File: src/rtl/decrypt_unit_pkg.sv
// Shared definitions for the nibble-encryption datapath: default widths,
// controller state encodings and the rotate amount used by both directions.
package decrypt_unit_pkg;

    localparam int NW_DEF = 4;
    localparam int KW_DEF = 4;
    localparam int CW_DEF = 8;

    localparam int ROT_N = 2;

    typedef enum logic [1:0] {
        ST_IDLE = 2'd0,
        ST_DIV  = 2'd1,
        ST_ROT  = 2'd2,
        ST_DONE = 2'd3
    } state_t;

endpackage

File: src/rtl/decrypt_unit_div_step.sv
// One combinational restoring-division step: shift the next dividend bit into
// the partial remainder and subtract the divisor when it fits.
module div_step
    import decrypt_unit_pkg::*;
#(
    parameter int KW = KW_DEF
) (
    input  logic [KW:0]   rem_in,
    input  logic          dbit,
    input  logic [KW-1:0] key,
    output logic [KW:0]   rem_out,
    output logic          qbit
);

    logic [KW:0] shifted;

    assign shifted = {rem_in[KW-1:0], dbit};

    // A bit shifted out of the top means the true value exceeds any KW-bit key.
    always_comb begin
        qbit    = rem_in[KW] | (shifted >= {1'b0, key});
        rem_out = qbit ? (shifted - {1'b0, key}) : shifted;
    end

endmodule

File: src/rtl/decrypt_unit.sv
// Recovers a plaintext nibble from a stored ciphertext: restoring divide by the
// key (one bit per clock) followed by undoing the double right-rotate.
module decrypt_unit
    import decrypt_unit_pkg::*;
#(
    parameter int NW = NW_DEF,
    parameter int KW = KW_DEF,
    parameter int CW = CW_DEF
) (
    input  logic          clk,
    input  logic          rst,
    input  logic          start,
    input  logic [CW-1:0] cipher,
    input  logic [KW-1:0] key,
    output logic          busy,
    output logic          done,
    output logic [NW-1:0] num_out,
    output logic          err
);

    localparam int SW = $clog2(CW);
    localparam logic [SW-1:0] LAST_STEP = SW'(CW - 1);

    state_t        state;
    logic [SW-1:0] cnt;
    logic [CW-1:0] dvd;
    logic [KW-1:0] dvs;
    logic [KW:0]   rem;
    logic [KW:0]   rem_nx;
    logic          qbit;
    logic          q_bad;

    function automatic logic [NW-1:0] unrotate(input logic [NW-1:0] q);
        return (q << ROT_N) | (q >> (NW - ROT_N));
    endfunction

    div_step #(.KW(KW)) u_step (
        .rem_in  (rem),
        .dbit    (dvd[CW-1]),
        .key     (dvs),
        .rem_out (rem_nx),
        .qbit    (qbit)
    );

    // After the last step dvd holds the full quotient.
    assign q_bad = (|dvd[CW-1:NW]) | (|rem);

    always_ff @(posedge clk or posedge rst) begin
        if (rst) begin
            state   <= ST_IDLE;
            busy    <= 1'b0;
            done    <= 1'b0;
            num_out <= '0;
            err     <= 1'b0;
            cnt     <= '0;
            dvd     <= '0;
            dvs     <= '0;
            rem     <= '0;
        end else begin
            case (state)
                ST_IDLE: begin
                    if (start) begin
                        dvd <= cipher;
                        dvs <= key;
                        rem <= '0;
                        cnt <= '0;
                        if (key == '0) begin
                            state <= ST_DONE;
                        end else begin
                            state <= ST_DIV;
                            busy  <= 1'b1;
                        end
                    end
                end
                ST_DIV: begin
                    dvd <= {dvd[CW-2:0], qbit};
                    rem <= rem_nx;
                    cnt <= cnt + 1'b1;
                    if (cnt == LAST_STEP)
                        state <= ST_ROT;
                end
                ST_ROT: begin
                    err     <= q_bad;
                    num_out <= q_bad ? '0 : unrotate(dvd[NW-1:0]);
                    done    <= 1'b1;
                    busy    <= 1'b0;
                    state   <= ST_DONE;
                end
                ST_DONE: begin
                    // Entering DONE without a pulse only happens on the zero-key path.
                    if (!done) begin
                        done    <= 1'b1;
                        err     <= 1'b1;
                        num_out <= '0;
                    end else begin
                        done  <= 1'b0;
                        state <= ST_IDLE;
                    end
                end
                default: state <= ST_IDLE;
            endcase
        end
    end

endmodule

File: config.mk
export PLATFORM = sky130hd
export DESIGN_NAME = decrypt_unit
export DESIGN_NICKNAME = d
export VERILOG_FILES = /design/src/rtl/decrypt_unit_pkg.sv /design/src/rtl/decrypt_unit_div_step.sv /design/src/rtl/decrypt_unit.sv
export SDC_FILE = /design/constraint.sdc
export NUM_CORES = 1
export LEC_CHECK = 0
export BUFFER_PORTS_ARGS = -buffer_cell sky130_fd_sc_hd__buf_2
export CORE_MARGIN = 4
export CORE_UTILIZATION = 50
export CTS_BUF_LIST = sky130_fd_sc_hd__clkbuf_16
export DETAILED_ROUTE_END_ITERATION = 10
export PLACE_DENSITY = 0.71
export SLEW_MARGIN = 20
export SYNTH_ARGS = -nofsm -noshare
export SYNTH_HDL_FRONTEND = slang
export SYNTH_SLANG_ARGS = --single-unit
File: constraint.sdc
create_clock -name clk -period 2.5 [get_ports clk]
set_input_delay 0.125 -clock clk [delete_from_list [all_inputs] [get_ports clk]]
set_output_delay 0.125 -clock clk [all_outputs]
set_load 0.05 [all_outputs]
# After elaboration in Yosys (flattened, before gate mapping)
# Index checks and enable logic that the tools add are counted.
[totals]
elab_cells = 58
inputBits = 15
regBits = 29
[op_classes]
add_sub_neg = 2
bitwise_logic = 3
reduce_logical = 12
eq_ne = 9
magnitude_cmp = 1
mux = 22
[op_table]
columns = ["op", "n"]
rows = [
  ["$pmux W8 S2", 1],
  ["$mux W5", 2],
  ["$ne A2 B2 Y1 const B", 5],
  ["$pmux W5 S2", 1],
  ["$mux W2", 4],
  ["$mux W4", 2],
  ["$mux W8", 1],
  ["$pmux W2 S4", 1],
  ["$pmux W4 S2", 1],
  ["$pmux W1 S2", 3],
  ["$pmux W3 S2", 1],
  ["$reduce_and A2 Y1", 3],
  ["$reduce_and A3 Y1", 2],
  ["$reduce_bool A2 Y1", 3],
  ["$ge A5 B4 Y1", 1],
  ["$reduce_or A5 Y1", 1],
  ["$sub A5 B4 Y5", 1],
  ["$eq A2 B2 Y1 const B", 2],
  ["$logic_not A4 Y1", 1],
  ["$mux W1", 4],
  ["$or A4 B2 Y4", 1],
  ["$reduce_or A4 Y1", 1],
  ["$add A3 B1 Y3 const B", 1],
  ["$eq A3 B3 Y1 const B", 1],
  ["other kinds (4)", 5],
]

# Longest topological paths before layout
# Gate-level depths: netlist of the first run.
[logic_depth]
depth_word = 4
ltp_mapped = 7
depth_no_buf = 7

# Cells and area by module
# A second synthesis of the first run with hierarchy kept.
[unflattened]
cells_unflattened = 157
hier_area_um2 = 1650.3
[modules_own_cells]
columns = ["module", "n_inst", "area_each_um2", "cells_each"]
rows = [
  ["decrypt_unit", 1, 1390.1, 125],
  ["div_step", 1, 260.2, 32],
]

# Worst setup path after synthesis of the first run
# No wires, ideal clock.
[synth_path]
path_kind = "register -> register"
start = "register dvs[1]"
end = "register rem[0]"
period_less_slack_ns = 1.786
path_stages_with_launch = 7
arrival_ns = 1.665
setup_ns = 0.122
slack_ns = 0.714
path_cell_list = "dfrtp_1 inv_1 ha_1 nor2b_4 o31a_4 or3_1 a32o_1"
[synth_between]
elab_chain_len = 4
[synth_lines]
columns = ["item", "line", "text"]
rows = [
  ["start: declaration", "decrypt_unit.sv:27", "logic [KW-1:0] dvs;"],
  ["start signal: assignment", "decrypt_unit.sv:64", "dvs <= key;"],
  ["$ge A5 B4 Y1", "decrypt_unit_div_step.sv:21", "qbit = rem_in[KW] | (shifted >= {1'b0, key});"],
  ["$or A1 B1 Y1", "decrypt_unit_div_step.sv:21", ""],
  ["$mux W5", "decrypt_unit_div_step.sv:22", "rem_out = qbit ? (shifted - {1'b0, key}) : shifted;"],
  ["$pmux W5 S2", "decrypt_unit.sv:60", "case (state)"],
  ["end signal: assignment", "decrypt_unit.sv:77", "rem <= rem_nx;"],
  ["end: declaration", "decrypt_unit.sv:28", "logic [KW:0] rem;"],
]
# No other way between the ends.
# A chain may end at the register's enable or synchronous reset.

# Worst setup path after layout of the first run
[layout_path]
start = "register state[1]"
end = "register dvd[1]"
[layout_between]
elab_chain_len = 3
elab_cells_between_ends = 6
classes_between = "2 x eq/ne; 1 x mux; 3 x reduce/logical"
[layout_lines]
columns = ["item", "line", "text"]
rows = [
  ["start: declaration", "decrypt_unit.sv:24", "state_t state;"],
  ["start signal: assignment", "decrypt_unit.sv:50", "state <= ST_IDLE;"],
  ["start signal: assignment", "decrypt_unit.sv:68", "state <= ST_DONE;"],
  ["start signal: assignment", "decrypt_unit.sv:70", "state <= ST_DIV;"],
  ["$eq A2 B1 Y1 / $logic_not A2 Y1 (equally long branches)", "decrypt_unit.sv:60", ""],
  ["$reduce_bool A2 Y1 (no line) / $ne A2 B2 Y1 (equally long branches)", "n/a", ""],
  ["$reduce_and A2 Y1 (no line)", "n/a", ""],
  ["end signal: assignment", "decrypt_unit.sv:63", "dvd <= cipher;"],
  ["end signal: assignment", "decrypt_unit.sv:76", "dvd <= {dvd[CW-2:0], qbit};"],
  ["end: declaration", "decrypt_unit.sv:26", "logic [CW-1:0] dvd;"],
]
# Several ways; a longest one is shown, not always the timed one.

==> results of run 1 <==
layer usage:
layer,wire [um],up-vias,global-route usage
met3,137,8,0.0369
met2,1540,34,0.285
li1,-,584,-
met5,0,-,0
met4,73,0,0.0950
met1,1380,565,0.207
Yosys cell counts, types with 2 or more instances:
cell      number  share of area
o31ai_1        2         0.0094
buf_2          2         0.0063
nor2_1         8          0.019
ha_1          10          0.079
o21ai_1        2         0.0063
a32o_1         2          0.013
nand2b_1       3          0.012
mux2_2         5          0.035
nor2b_1        4          0.016
nand2_1       13          0.031
or3_1          2         0.0079
mux2i_1        7          0.044
dfrtp_1       29           0.46
a21oi_1        4          0.013
o21ai_0       12          0.038
a22o_1         7          0.039
inv_1         11          0.026
nor3_1         4          0.013
how the worst max path moves through the flow:
stage                    startpoint            endpoint  slack, ps  cells past startpoint
2_1_floorplan    dvs[1]$_DFFE_PP0P_  rem[0]$_DFFE_PP0P_        710                      6
3_3_place_gp   state[1]$_DFFE_PP0P_  dvd[2]$_DFFE_PP0P_        560                      4
3_5_place_dp   state[1]$_DFFE_PP0P_  dvd[1]$_DFFE_PP0P_        420                      4
4_1_cts        state[1]$_DFFE_PP0P_  dvd[1]$_DFFE_PP0P_        420                      4
5_1_grt        state[1]$_DFFE_PP0P_  dvd[3]$_DFFE_PP0P_        200                      4
6_report       state[1]$_DFFE_PP0P_  dvd[1]$_DFFE_PP0P_        440                      4
per-stage QoR:
step	hold slack [ps]	utilization	power [mW]	instance area, um^2	cells
2_1_floorplan	203	-	1.97	1590	149
3_3_place_gp	210	0.570	2.19	1740	212
3_5_place_dp	220	0.570	2.27	1740	212
4_1_cts	98.3	0.626	2.93	1910	221
5_1_grt	103	0.626	3.16	1910	221
6_report	100	0.626	2.91	1910	221
area by class of cell:
class	count	area, um^2
clock inverter	3	37.5
fill	276	1140
inverter	11	41.3
tap	44	55.1
clock buffer	5	125
timing repair buffer	23	123
sequential	29	726
multi-input combinational	106	805
registers in the layout, summed over array words and instances, names as in the netlist:
name     count
dvd          8
rem          5
dvs          4
num_out      4
cnt          3
state        2
busy         1
done         1
err          1
where the power goes:
group,total [mW],internal [mW],switching (mW)
clock network,0.651,0.460,0.191
registers,0.861,0.679,0.182
logic,1.40,0.584,0.816
kinds of logic (layout without fill, tap and decap cells):
logic type                 after synthesis  after routing  share of synthesized area
DFF                                     29             29                      0.457
AOI/OAI and AO/OA                       36             36                      0.160
xor gates and xnor gates                 1              1                    0.00551
buffers and inverters                   14             42                     0.0370
and+or+nand+nor                         46             46                      0.170
adders and majority gates               11             11                     0.0913
muxes                                   12             12                     0.0795
==> impl_metrics.env, run 1 <==
export IMPL_yosysWarnings=0
export IMPL_setup_ws_ps=437
export IMPL_grt_pass1_vias=1249
export IMPL_worstReg2RegEnd="dvd[1]$_DFFE_PP0P_"
export IMPL_globalRouteOverflowTotal=0
export IMPL_fin_skew_ps=5.18
export IMPL_cpPeakStageDelay_ps=800
export IMPL_reg2reg_slack_ps=440
export IMPL_num_vias=1191
export IMPL_path_delay_family="compound AO/OA/AOI/OAI gates"
export IMPL_rsz0062_at_grt="false"
export IMPL_worstMarginPinSlew_ps=902
export IMPL_whs_endpoint="dvs[2]$_DFFE_PP0P_"
export IMPL_dp_hpwl_um=2430
export IMPL_antenna_cells=0
export IMPL_hp_start="key[2]"
export IMPL_drive_gt1_frac=0.237
export IMPL_cts_resized=0
export IMPL_worstPathRequired_ps=2610
export IMPL_min_path_type="in -> reg"
export IMPL_antenna_found_initial=0
export IMPL_dr_pass1_iters=4
export IMPL_port_buffer_count=21
export IMPL_critPathLaunchType="register"
export IMPL_slew_limit_headroom=0.395
export IMPL_ir_drop_uv=731
export IMPL_cts_sinks=29
export IMPL_routed_via_density=5.39
export IMPL_status="finished, final reports clean"
export IMPL_root_buffer="clkbuf_16"
export IMPL_worstSkewPairLatency_ps=280
export IMPL_timing_rr_start="state[1]$_DFFE_PP0P_"
export IMPL_mostFrequentLayoutCell="dfrtp_1"
export IMPL_critPathBufInv=1
export IMPL_htree_levels=2
export IMPL_ant_nets=0
export IMPL_synth_nets=175
export IMPL_cts_buffer_depth=2
export IMPL_ys_seq_area_frac=0.457
export IMPL_clkTransAtPathRegs_ps=50
export IMPL_setup_violations=0
export IMPL_async_flop_share=1.00
export IMPL_rows=20
export IMPL_finalSetupTns_ps=0
export IMPL_place_worst_setup_slack_ps=416
export IMPL_die_w_um=64.4
export IMPL_worstSetupPathType="reg -> reg"
export IMPL_finalCriticalPeriod_ps=2060
export IMPL_grtUsageTotal=0.172
export IMPL_core_area_um2=3050
export IMPL_numCtsBuffers=5
export IMPL_critical_path_max_fanout=25
export IMPL_dieArea_um2=4140
export IMPL_remaining_drc_errors=0
export IMPL_leakage_nw=0.897
export IMPL_netlist_instances=149
export IMPL_fmax_ghz=0.485
export IMPL_ys_flop_type="dfrtp_1"
export IMPL_slowest_stage="a21boi_2"
export IMPL_floorplan_initialDensity=0.520
export IMPL_area_growth_syn_to_layout_pct=20.3
export IMPL_wl_per_cell_um=14.1
export IMPL_hold_viol=0
export IMPL_io_pins=22
export IMPL_synth_edf_count=0
export IMPL_maxCapViolCount=0
export IMPL_postCtsSetupBuffers=0
export IMPL_arrival_ps=2170
export IMPL_grt_pass1_wl_um=5440
export IMPL_drtIter0Drc=91
export IMPL_cts_tree="built"
export IMPL_reg2regPathDepth=4
export IMPL_place_congestion=0.864
export IMPL_routed_wl_um=3130
export IMPL_cts_hold_buf=1
export IMPL_die_y_um=64.4
export IMPL_crit_chain="inv_1 > ha_1 > a21boi_2 > o21ai_0"
export IMPL_synth_distinct_cells=40
export IMPL_grt_max_degree=30
export IMPL_cellPowerDensity_nw_per_um2=1520
export IMPL_crit_path_end_kind="register"
export IMPL_syn_area_um2=1590
export IMPL_synth_avg_cell_area_um2=10.7
export IMPL_synth_seq_cells=29
export IMPL_nets=202
export IMPL_layout_common_cells="dfrtp_1 (29), buf_2 (21), nand2_1 (13), inv_1 (12), o21ai_0 (12)"
export IMPL_holdPathStages=2
export IMPL_post_route_period_util=0.825
export IMPL_drv_slew=0
Power figures use the tool's default switching activity.
==> inputs of run 2 (changes only) <==
ABC_AREA = 1   (was default)
clock period = 2.2 ns   (was 2.5 ns; I/O delays follow)
==> impl_metrics.env, run 2 <==
export IMPL_dp_hpwl_um=2520
export IMPL_crit_chain="inv_1 > ha_1 > o21ai_4 > inv_4 > a22o_1"
export IMPL_critPathLaunchType="register"
export IMPL_drtIter0Drc=82
export IMPL_cellPowerDensity_nw_per_um2=1670
export IMPL_postLayoutCellArea_um2=1920
export IMPL_setup_violations=0
export IMPL_place_congestion=0.852
export IMPL_hold_viol=0
export IMPL_grtUsageTotal=0.186
export IMPL_htree_levels=2
export IMPL_grt_pass1_vias=1396
export IMPL_numCtsBuffers=5
export IMPL_synth_nets=216
export IMPL_post_route_period_util=0.792
export IMPL_async_flop_share=1.00
export IMPL_slew_limit_headroom=0.561
export IMPL_worstMarginPinSlew_ps=653
export IMPL_routed_wl_um=3340
export IMPL_fmax_ghz=0.574
export IMPL_cts_buffer_depth=2
export IMPL_nets=245
export IMPL_reg_largest_list="dvd (8), rem (5)"
export IMPL_status="finished, final reports clean"
export IMPL_ant_nets=0
export IMPL_routed_via_density=4.97
export IMPL_slowest_stage="o21ai_4"
export IMPL_remaining_drc_errors=0
export IMPL_largest_register_ffs=8
export IMPL_netlist_instances=190
export IMPL_ir_drop_uv=878
export IMPL_synth_fa_ha_area_frac=0.0900
export IMPL_core_area_um2=3080
export IMPL_num_vias=1311
export IMPL_cts_sinks=29
export IMPL_worstSetupPathType="reg -> reg"
export IMPL_wl_per_cell_um=12.7
export IMPL_synth_top_area_share=0.450
export IMPL_dieArea_um2=4200
export IMPL_synth_top_area_cell="dfrtp_1"
export IMPL_io_pins=22
export IMPL_rows=20
export IMPL_grt_max_degree=30
export IMPL_reg2regPathDepth=5
export IMPL_arrival_ps=1890
export IMPL_synth_seq_cells=29
export IMPL_min_path_type="in -> reg"
export IMPL_regMostFlops="dvd"
export IMPL_cpPeakStageDelay_ps=500
export IMPL_die_w_um=64.8
export IMPL_maxCapViolCount=0
export IMPL_crit_path_end_kind="register"
export IMPL_globalRouteOverflowTotal=0
export IMPL_antenna_found_initial=0
export IMPL_dr_pass1_iters=6
export IMPL_ys_flop_type="dfrtp_1"
export IMPL_rsz0062_at_grt="false"
export IMPL_fillCellCount=289
export IMPL_fin_skew_ps=4.74
export IMPL_layout_common_cells="nand2_1 (53), dfrtp_1 (29), buf_2 (21), inv_1 (19), nand3_1 (15)"
export IMPL_synth_simple_gate_area_share=0.234
export IMPL_grt_pass1_wl_um=6010
export IMPL_worstSkewPairLatency_ps=270
export IMPL_cts_resized=0
export IMPL_die_y_um=64.8
export IMPL_finalSetupTns_ps=0
export IMPL_synth_xor_area_frac=0.00543
export IMPL_leakage_nw=1.01
export IMPL_clkTransAtPathRegs_ps=50
export IMPL_ys_seq_area_frac=0.450
export IMPL_holdPathStages=2
export IMPL_synthTopCellsByArea="dfrtp_1 (45%), nand2_1 (12%), ha_1 (7.8%)"
export IMPL_placed_area_um2=1770
export IMPL_synth_distinct_cells=29
export IMPL_drv_slew=0
export IMPL_synth_edf_count=0
export IMPL_antenna_cells=0
export IMPL_synth_mux_area_frac=0.00698
export IMPL_port_buffer_count=21
export IMPL_worstPathRequired_ps=2350
export IMPL_synth_avg_cell_area_um2=8.49
export IMPL_area_growth_syn_to_layout_pct=18.8
export IMPL_cts_tree="built"
export IMPL_synth_most_common_cell="nand2_1"
export IMPL_synth_top_family_by_area="simple AND/OR/NAND/NOR gates"
export IMPL_critical_path_max_fanout=17
export IMPL_floorplan_initialDensity=0.524
export IMPL_yosys_top_cells_count="nand2_1 (53), dfrtp_1 (29), inv_1 (19), nand3_1 (15), nor2_1 (13)"
export IMPL_utilization=0.622
export IMPL_finalCriticalPeriod_ps=1740
export IMPL_root_buffer="clkbuf_16"
export IMPL_mostFrequentLayoutCell="nand2_1"
export IMPL_drive_gt1_frac=0.227
export IMPL_yosysWarnings=0
export IMPL_synth_compound_area_frac=0.137
export IMPL_syn_area_um2=1610
==> run 2: cell count changes after synthesis, sizes merged, moves of 5 or more <==
cell | before | now
a22o | 7 | 2
nand2 | 14 | 54
nand3 | 1 | 15
nor2b | 5 | 0
inv | 11 | 27
mux2i | 7 | 0
nor2 | 10 | 16
==> run 2: layer usage <==
layer / wire length, um / vias to the layer above / track usage
met5: 0 / - / 0
met4: 95 / 0 / 0.0923
met3: 160 / 11 / 0.0468
met2: 1530 / 36 / 0.301
met1: 1550 / 587 / 0.229
li1: - / 677 / -
==> run 2: critical path: cells and delay by family, from the launching register on <==
family | cells | cell delay, ps
fa+ha+maj | 1 | 310
buf+inv | 2 | 190
flops | 1 | 390
compound gates | 2 | 730
==> run 2: cell families (layout without fill, tap and decap cells) <==
| logic type | count (synthesis) | in the layout |
|---|---|---|
| AND/OR/NAND/NOR | 89 | 89 |
| AO/OA/AOI/OAI | 30 | 30 |
| flip-flops | 29 | 29 |
| buffers and inverters | 29 | 59 |
| adder cells (fa/ha/maj) | 11 | 11 |
| XOR/XNOR | 1 | 1 |
| multiplexers | 1 | 1 |
==> run 2: area by class of cell <==
class                   count  area (um^2)  area share
clock buffers               5          125      0.0653
clock inverters             3         12.5     0.00653
inverters                  27          104      0.0542
multi-input cells         132          763       0.398
flip-flops and latches     29          726       0.379
well taps                  44         55.1      0.0287
repair buffers             24          130      0.0679
==> run 2: repair_timing <==
action | in CTS | in global routing
buffers inserted | 0 | 0
hold buffers | 1 | 0
hold endpoints to repair | 29 | 0
==> run 2: where the power goes <==
part | internal, mW | total, mW | switching, mW
sequential | 0.762 | 0.923 | 0.161
clock | 0.407 | 0.619 | 0.213
combinational | 0.571 | 1.65 | 1.08
==> run 2: final timing paths <==
kind	from	end	slack [ps]
setup / recovery	state[0]$_DFFE_PP0P_	cnt[1]$_DFFE_PP0P_	460
hold / removal	key[0]	dvs[0]$_DFFE_PP0P_	80
setup reg to reg	state[0]$_DFFE_PP0P_	cnt[1]$_DFFE_PP0P_	460
hold reg to reg	num_out[2]$_DFFE_PP0P_	num_out[2]$_DFFE_PP0P_	480
max in group asynchronous	rst	dvd[6]$_DFFE_PP0P_	1460
min in group asynchronous	rst	num_out[2]$_DFFE_PP0P_	460
==> run 2: metrics by stage <==
stage          hold WS [ps]  setup WS [ps]  power, mW  cells
2_1_floorplan           188            762       2.25    190
4_1_cts                76.7            450       3.22    264
5_1_grt                97.2            327       3.51    264
3_3_place_gp            189            531       2.51    255
6_report               77.3            457       3.19    264
3_5_place_dp            201            465       2.58    255
==> inputs of run 3 (changes only) <==
clock period = 1.76 ns   (was 2.2 ns; I/O delays follow)
==> impl_metrics.env, run 3 (synthesized netlist as in run 2, its figures left out) <==
export IMPL_clkTransAtPathRegs_ps=50
export IMPL_setup_violations=0
export IMPL_port_buffer_count=21
export IMPL_rows=20
export IMPL_cts_sinks=29
export IMPL_finalCriticalPeriod_ps=1600
export IMPL_cpPeakStageDelay_ps=430
export IMPL_routed_via_density=5.04
export IMPL_path_delay_family="simple AND/OR/NAND/NOR gates"
export IMPL_use_met3=0.0555
export IMPL_ant_nets=0
export IMPL_core_area_um2=3080
export IMPL_cts_tree="built"
export IMPL_slowest_stage="dfrtp_1"
export IMPL_critPathLaunchType="register"
export IMPL_ir_drop_uv=1150
export IMPL_area_growth_syn_to_layout_pct=20.9
export IMPL_fin_skew_ps=3.15
export IMPL_post_route_period_util=0.912
export IMPL_worstPathRequired_ps=1920
export IMPL_place_congestion=0.922
export IMPL_largest_register_ffs=8
export IMPL_die_w_um=64.8
export IMPL_total_power_mw=4.12
export IMPL_hp_start="cipher[6]"
export IMPL_fmax_ghz=0.623
export IMPL_grtUsageMet2=0.294
export IMPL_hold_viol=0
export IMPL_die_y_um=64.8
export IMPL_rsz0062_at_grt="false"
export IMPL_worstMarginPinSlew_ps=359
export IMPL_grt_pass1_vias=1345
export IMPL_grtUsageTotal=0.184
export IMPL_dr_pass1_iters=4
export IMPL_layout_common_cells="nand2_1 (53), dfrtp_1 (29), buf_2 (21), inv_1 (19), nand3_1 (15)"
export IMPL_critPathBufInv=0
export IMPL_antenna_found_initial=0
export IMPL_globalRouteOverflowTotal=0
export IMPL_critical_path_max_fanout=6
export IMPL_io_pins=22
export IMPL_cts_buffer_depth=2
export IMPL_fillCellCount=279
export IMPL_grt_busiest_layer="met2"
export IMPL_drive_gt1_frac=0.251
export IMPL_drv_slew=0
export IMPL_dieArea_um2=4200
export IMPL_worstSetupPathType="reg -> reg"
export IMPL_arrival_ps=1770
export IMPL_routed_wl_um=3340
export IMPL_mostFrequentLayoutCell="nand2_1"
export IMPL_use_met1=0.237
export IMPL_min_path_type="in -> reg"
export IMPL_wl_per_cell_um=12.5
export IMPL_timing_rr_start="rem[1]$_DFFE_PP0P_"
export IMPL_crit_chain="ha_1 > nand2_1 > nor2_1 > nor2_4 > nand2_1 > nand2_1 > nand3_1 > nand2_1"
export IMPL_grt_max_degree=30
export IMPL_numCtsBuffers=5
export IMPL_antenna_cells=0
export IMPL_crit_path_end_kind="register"
export IMPL_remaining_drc_errors=0
export IMPL_nets=248
export IMPL_root_buffer="clkbuf_16"
export IMPL_dp_hpwl_um=2580
export IMPL_num_vias=1347
export IMPL_holdWs_ps=52.3
export IMPL_crit_start="rem[1]$_DFFE_PP0P_"
export IMPL_finalSetupTns_ps=0
export IMPL_cellPowerDensity_nw_per_um2=2110
export IMPL_leakage_nw=1.02
export IMPL_drtIter0Drc=48
export IMPL_status="finished, final reports clean"
export IMPL_seqCellArea_um2=726
export IMPL_slew_limit_headroom=0.760
export IMPL_htree_levels=2
export IMPL_worstSkewPairLatency_ps=280
export IMPL_floorplan_initialDensity=0.524
export IMPL_postCtsSetupBuffers=0
export IMPL_multi_input_area_um2=771
export IMPL_maxCapViolCount=0
export IMPL_grt_pass1_wl_um=6000
export IMPL_cp_common_cell="nand2_1"
export IMPL_regMostFlops="dvd"
export IMPL_reg_largest_list="dvd (8), rem (5)"
## run 3: tightest hold or removal path, delay by kind of cell
kind / cells / cell delay (ps)
AO/OA/AOI/OAI: 2 / 120
buffers and inverters: 1 / 80
## run 3: final cells by class
class,instances,area share
Multi-Input combinational cell,132,0.395
Sequential cell,29,0.372
Timing Repair Buffer,27,0.0783
Clock buffer,5,0.0641
Inverter,27,0.0532
Tap cell,44,0.0282
Clock inverter,3,0.00898
## run 3: metrics by stage
stage          area, um^2  worst slack [ps]  cells   util
2_1_floorplan        1610               322    190      -
3_3_place_gp         1790               184    258  0.582
3_5_place_dp         1790               117    258  0.582
4_1_cts              1940               103    267  0.631
5_1_grt              1950              30.2    267  0.634
6_report             1950               156    267  0.634
## run 3: final timing paths
check                                          to  slack [ps]  cells after the start
hold / removal                 dvd[6]$_DFFE_PP0P_          50                      3
setup / recovery               rem[0]$_DFFE_PP0P_         160                      8
min in group asynchronous  num_out[0]$_DFFE_PP0P_         430                      4
hold reg to reg            num_out[3]$_DFFE_PP0P_         470                      2
setup reg to reg               rem[0]$_DFFE_PP0P_         160                      8
max in group asynchronous      dvs[1]$_DFFE_PP0P_        1060                      4
## run 3: timing repair
action	CTS	global route
hold buffers	1	0
gates resized for setup	0	2
endpoints found under the hold margin	29	0
setup endpoints to repair	0	6
## run 3: routing by layer
layer	vias up	wire length, um
met3	4	177
met2	26	1570
met5	-	0
li1	687	-
met4	0	40
met1	630	1550
## run 3: report_power, final
group          internal (mW)  total, mW  leakage (nW)  switching [mW]
registers              0.952       1.15         0.355           0.198
clock network          0.517      0.814        0.0696           0.298
logic                  0.771       2.15         0.598            1.38
